## config.mk

```make
export PLATFORM = sky130hd
export DESIGN_NAME = frame_streamer
export DESIGN_NICKNAME = d
export VERILOG_FILES = /design/src/rtl/frame_streamer.sv
export SDC_FILE = /design/constraint.sdc
export NUM_CORES = 1
export LEC_CHECK = 0
export CAP_MARGIN = 20
export CORE_ASPECT_RATIO = 0.5
export CORE_MARGIN = 2
export CORE_UTILIZATION = 52
export CTS_BUF_LIST = sky130_fd_sc_hd__clkbuf_8
export DETAILED_ROUTE_END_ITERATION = 8
export HOLD_SLACK_MARGIN = 0.06
export PLACE_DENSITY = 0.8
export RECOVER_POWER = 50
export SYNTH_ARGS = -nofsm -noshare
export SYNTH_HDL_FRONTEND = slang
export SYNTH_SLANG_ARGS = --single-unit
```

## constraint.sdc

```tcl
create_clock -name clk -period 2.4 [get_ports clk]
set_clock_uncertainty 0.1 [all_clocks]
set_input_delay 0.36 -clock clk [delete_from_list [all_inputs] [get_ports clk]]
set_output_delay 0.36 -clock clk [all_outputs]
set_load 0.01 [all_outputs]
```

## src/rtl/frame_streamer.sv

```systemverilog
// Serialises a frame from pixel memory into row-header / pixel-byte / flip command bytes.
// Two idle byte-side cycles per memory word (fetch, latch); odata/ovalid hold under oready stalls.
module frame_streamer #(
    parameter int segments = 1,
    parameter int rows     = 8,
    parameter int columns  = 32,
    parameter int bitwidth = 8,
    localparam int RW = (rows > 1) ? $clog2(rows) : 1,
    localparam int CW = (columns > 1) ? $clog2(columns) : 1,
    localparam int W  = segments * 3 * bitwidth
) (
    input  logic          clk,
    input  logic          rst,
    input  logic          start,
    output logic          busy,
    output logic          done,
    output logic          ren,
    output logic [RW-1:0] rrow,
    output logic [CW-1:0] rcol,
    input  logic [W-1:0]  rdata,
    output logic [7:0]    odata,
    output logic          ovalid,
    input  logic          oready
);
    localparam int NB = segments * 3;
    localparam int BW = $clog2(NB);

    typedef enum logic [2:0] {IDLE, HDR, FETCH, LATCH, DATA, FLIP} state_t;

    state_t        state;
    logic [RW-1:0] row;
    logic [CW-1:0] col;
    logic [BW-1:0] cnt;
    // The top byte of a word goes straight to odata, so only the remainder is shifted.
    logic [W-9:0]  shift;
    logic          xfer;

    assign xfer = ovalid && oready;

    always_ff @(posedge clk or posedge rst) begin
        if (rst) begin
            state  <= IDLE;
            row    <= '0;
            col    <= '0;
            cnt    <= '0;
            shift  <= '0;
            busy   <= 1'b0;
            done   <= 1'b0;
            ren    <= 1'b0;
            rrow   <= '0;
            rcol   <= '0;
            odata  <= 8'h00;
            ovalid <= 1'b0;
        end else begin
            done <= 1'b0;
            case (state)
                IDLE: begin
                    if (start) begin
                        state  <= HDR;
                        busy   <= 1'b1;
                        row    <= '0;
                        col    <= '0;
                        odata  <= 8'hF0;
                        ovalid <= 1'b1;
                    end
                end
                HDR: begin
                    if (xfer) begin
                        state  <= FETCH;
                        ovalid <= 1'b0;
                        ren    <= 1'b1;
                        rrow   <= row;
                        rcol   <= col;
                    end
                end
                FETCH: begin
                    state <= LATCH;
                    ren   <= 1'b0;
                end
                LATCH: begin
                    state  <= DATA;
                    shift  <= rdata[W-9:0];
                    odata  <= rdata[W-1 -: 8];
                    ovalid <= 1'b1;
                    cnt    <= '0;
                end
                DATA: begin
                    if (xfer) begin
                        cnt   <= cnt + 1'b1;
                        shift <= shift << 8;
                        odata <= shift[W-9 -: 8];
                        if (cnt == BW'(NB - 1)) begin
                            if (col != CW'(columns - 1)) begin
                                state  <= FETCH;
                                col    <= col + 1'b1;
                                ovalid <= 1'b0;
                                ren    <= 1'b1;
                                rrow   <= row;
                                rcol   <= col + 1'b1;
                            end else if (row != RW'(rows - 1)) begin
                                state <= HDR;
                                row   <= row + 1'b1;
                                col   <= '0;
                                odata <= 8'hF0 | 8'(row + 1'b1);
                            end else begin
                                state <= FLIP;
                                odata <= 8'h10;
                            end
                        end
                    end
                end
                FLIP: begin
                    if (xfer) begin
                        state  <= IDLE;
                        ovalid <= 1'b0;
                        busy   <= 1'b0;
                        done   <= 1'b1;
                    end
                end
                default: state <= IDLE;
            endcase
        end
    end
endmodule
```

==> flow_metrics.tcl, run 1 <==
set metrics [dict create \
    die_width_um 102 \
    synthesis.instances 253 \
    whs_endpoint "cnt[0]$_DFFE_PP0P_" \
    gpl.final_weighted_congestion 0.968 \
    final_min_period_over_clock_period_pct 99.3 \
    fin_ws_ns 0.0162 \
    hold_path.startpoint "cnt[0]$_DFFE_PP0P_" \
    cellInternalPower_uw 2090 \
    period_needed_ns 2.38 \
    synth_ff_type "sky130_fd_sc_hd__dfrtp_1" \
    die-area_mm2 0.00540 \
    ff2ff_setup_slack_ns 0.02 \
    path_max_fanout 8 \
    ctsLongestPathBuffers 2 \
    synth-seq-area-share_pct 49.2 \
    netlist_top_cells_count "sky130_fd_sc_hd__dfrtp_1, sky130_fd_sc_hd__nand2_1, sky130_fd_sc_hd__nor2_1" \
    power.share.sequential_pct 41.4 \
    path_cells "ha_1 -> and3_1 -> ha_2 -> nor4bb_1 -> o21ai_2 -> buf_4 -> a21o_1" \
    setup_viol_count_final 0 \
    effective_utilization_at_floorplan_pct 55.3 \
    worstSetupEndpointType "flop" \
    synth_edf_count 0 \
    relSlewSlack_pct 20.2 \
    startpoint_type "flop" \
    synth.top_cell.area_share_pct 49.2 \
    critical-path-max-stage-delay_ns 0.47 \
    p_per_area_mw_per_mm2 1070 \
    grt_overflow_total 0 \
    max-cap-violations 0 \
    static-leakage-power_uw 0.00137 \
    drc 0 \
    synth.cell_area_mm2 0.00249 \
    async_flop_share_pct 100 \
    final_hold_viol_count 0 \
    timing.hold.worst.class "reg -> reg" \
    setup.worst_path.class "reg -> reg" \
    path_delay_family "simple AND/OR/NAND/NOR gates" \
    clock_power_share_pct 14.4 \
    worst-slew-pin-transition_ns 1.20 \
    detail_route.wl_per_cell_um 15.8 \
    critical_path.reg2reg.startpoint "col[0]$_DFFE_PP0P_" \
    vias 2120 \
    cts_made_buffers 5 \
    pwr-share-comb_pct 44.3 \
    core.rowCount 17 \
    io_pins 48 \
    route.antenna.remaining_nets 0 \
    layout-drive-gt1-share_pct 13.0 \
    synth.ff_latch_count 49 \
    worstSkewPairLatency_ns 0.31 \
    yosys-top-cells-area "sky130_fd_sc_hd__dfrtp_1, sky130_fd_sc_hd__nand2_1, sky130_fd_sc_hd__mux2_2" \
    worst_ep_required_time_ns 2.50 \
    initial_antenna_violation_count 0 \
    switching_share_pct 38.1 \
    grtUsageTotal_pct 22.9 \
    fmax_ghz 0.419 \
    critPathArrivalTime_ns 2.49 \
    status "finished clean" \
    first_global_vias 1979 \
    final_nets 342 \
    grt_first_pass_wirelength_mm 9.22 \
    detail_route.iter0.violations 145 \
    switching_power_uw 1290 \
    path_clk_slew_ns 0.09 \
    finalMaxSlewViolations 0 \
    yosys_warnings 0 \
    reg2reg_depth 7 \
    first_pass_drt_iterations 5 \
    core_area_mm2 0.00451 \
    area.sequential_mm2 0.00123 \
    tritoncts_num_sinks 49 \
    layout.core_utilization_pct 70.0 \
    hold_path_depth 1 \
    synthMostInstantiatedCell "sky130_fd_sc_hd__dfrtp_1" \
    synth_top_area_cell "sky130_fd_sc_hd__dfrtp_1" \
    dp_worst_setup_slack_ns 0.0404 \
    syn-num-nets 288 \
    viasPerCell 5.67 \
    vdd_ir_drop_max_uv 455 \
    multi_input_comb_area_mm2 0.00117 \
    crit_slowest_cell "sky130_fd_sc_hd__nor4bb_1" \
    cts.htree.levels 2 \
    tritoncts_clock_tree "yes" \
    route.final.wire_length_mm 5.90 \
    synth_cell_types 49 \
    cts-root-buf "sky130_fd_sc_hd__clkbuf_8" \
    area_growth_syn_to_layout_pct 26.6 \
    regToRegEndpoint "rcol[4]$_DFFE_PP0P_" \
    final.fill_count 363 \
    timing.critical_path.buf_inv 1 \
    synthesis.area_per_instance_um2 9.86 \
    pin_count_of_the_biggest_net_entering_global_routing 50 \
    detailed_place_hpwl_mm 4.29 \
    antenna_cells_inserted 0 \
    die_h_um 53.0 \
    portBuffers 47 \
]
[worst register-to-register path: cells and delay by family (launching register included)]
| family | cells | cell delay [ns] |
|---|---|---|
| buf+inv | 1 | 0.20 |
| compound gates | 2 | 0.37 |
| flops | 1 | 0.44 |
| fa+ha+maj | 2 | 0.48 |
| simple gates | 2 | 0.69 |
[registers in the layout, summed over array words and instances (netlist names)]
signal,cells
rcol,5
col,5
row,3
odata,8
ovalid,1
shift,16
busy,1
state,3
ren,1
done,1
rrow,3
cnt,2
[cell families (layout without fill, tap and decap cells)]
kind of cell | count (synthesis) | after routing | synth area share, %
adder cells (fa/ha/maj) | 7 | 7 | 3.51
buffers and inverters | 21 | 76 | 4.31
XOR/XNOR | 3 | 3 | 1.05
multiplexers | 16 | 16 | 6.97
AND/OR/NAND/NOR | 94 | 94 | 17.7
AO/OA/AOI/OAI | 63 | 63 | 17.3
flip-flops | 49 | 49 | 49.2
[power by group through the flow]
| stage | Combinational [µW] | Sequential [µW] | Clock [µW] |
|---|---|---|---|
| finish | 1490 | 1390 | 484 |
| global route | 1620 | 1430 | 522 |
| CTS | 1500 | 1390 | 492 |
| detailed placement | 1490 | 1410 | 0 |
| global placement | 1440 | 1390 | 0 |
| floorplan | 940 | 1360 | 0 |
[routing by layer]
| layer | track usage [%] | routed length (µm) | vias up |
|---|---|---|---|
| met1 | 29.3 | 2550 | 1010 |
| met4 | 10.0 | 123 | 0 |
| met3 | 5.68 | 445 | 15 |
| li1 | - | - | 998 |
| met5 | 0 | 0 | - |
| met2 | 37.4 | 2780 | 97 |
[how the worst max path moves through the flow]
stage | start | end | slack [ns] | depth (start not counted)
floorplan | col[0]$_DFFE_PP0P_ | rcol[1]$_DFFE_PP0P_ | 0.30 | 8
global placement | col[0]$_DFFE_PP0P_ | rcol[4]$_DFFE_PP0P_ | 0.17 | 7
detailed placement | col[0]$_DFFE_PP0P_ | rcol[4]$_DFFE_PP0P_ | 0.04 | 7
CTS | col[0]$_DFFE_PP0P_ | rcol[4]$_DFFE_PP0P_ | 0.03 | 7
global route | col[0]$_DFFE_PP0P_ | rcol[4]$_DFFE_PP0P_ | -0.06 | 7
finish | col[0]$_DFFE_PP0P_ | rcol[4]$_DFFE_PP0P_ | 0.02 | 7
[cell usage in the layout (no fill, tap or decap), types with 5 or more instances in the layout]
cell type	Yosys	routed
sky130_fd_sc_hd__a21oi_1	9	9
sky130_fd_sc_hd__inv_1	7	7
sky130_fd_sc_hd__clkdlybuf4s50_1	0	38
sky130_fd_sc_hd__mux2i_1	5	5
sky130_fd_sc_hd__clkbuf_8	0	5
sky130_fd_sc_hd__nand3_1	5	5
sky130_fd_sc_hd__nor2_1	22	22
sky130_fd_sc_hd__ha_1	7	6
sky130_fd_sc_hd__dfrtp_1	49	49
sky130_fd_sc_hd__o21ai_0	21	21
sky130_fd_sc_hd__buf_4	0	12
sky130_fd_sc_hd__a31oi_1	7	7
sky130_fd_sc_hd__dlygate4sd3_1	0	9
sky130_fd_sc_hd__a22o_1	9	9
sky130_fd_sc_hd__mux2_2	10	10
sky130_fd_sc_hd__nand2_1	45	45
[stage by stage]
stage	hold WS (ns)	cell area [µm²]	TNS [ns]	instances	power, µW
floorplan	0.358	2490	0	253	2300
global placement	0.363	3080	0	365	2840
detailed placement	0.382	3080	0	365	2900
CTS	0.315	3170	0	373	3390
global route	0.416	3160	-0.235	374	3580
finish	0.398	3160	0	374	3370
[repair_timing]
item / 4_1_cts / 5_1_grt
hold buffers: 0 / 0
gates resized for setup: 0 / 2
setup endpoints to repair: 0 / 7
setup buffers: 0 / 1
endpoints found under the hold margin: 0 / 0
[area by class of cell]
| class | count | area share (%) |
|---|---|---|
| flip-flops and latches | 49 | 38.8 |
| multi-input cells | 183 | 36.9 |
| repair buffers | 61 | 18.0 |
| well taps | 66 | 2.61 |
| clock buffers | 5 | 2.18 |
| inverters | 7 | 0.832 |
| clock inverters | 3 | 0.594 |
Note: power is estimated with default switching activity, not from simulation.
==> run 2, diff against run 1 <==
--- a/config.mk
+++ b/config.mk
@@ -14,6 +14,7 @@
 export HOLD_SLACK_MARGIN = 0.06
 export PLACE_DENSITY = 0.8
 export RECOVER_POWER = 50
+export SLEW_MARGIN = 20
 export SYNTH_ARGS = -nofsm -noshare
 export SYNTH_HDL_FRONTEND = slang
 export SYNTH_SLANG_ARGS = --single-unit
==> results of run 2 <==
Final layout, timing and power as in run 1 (identical DEF).
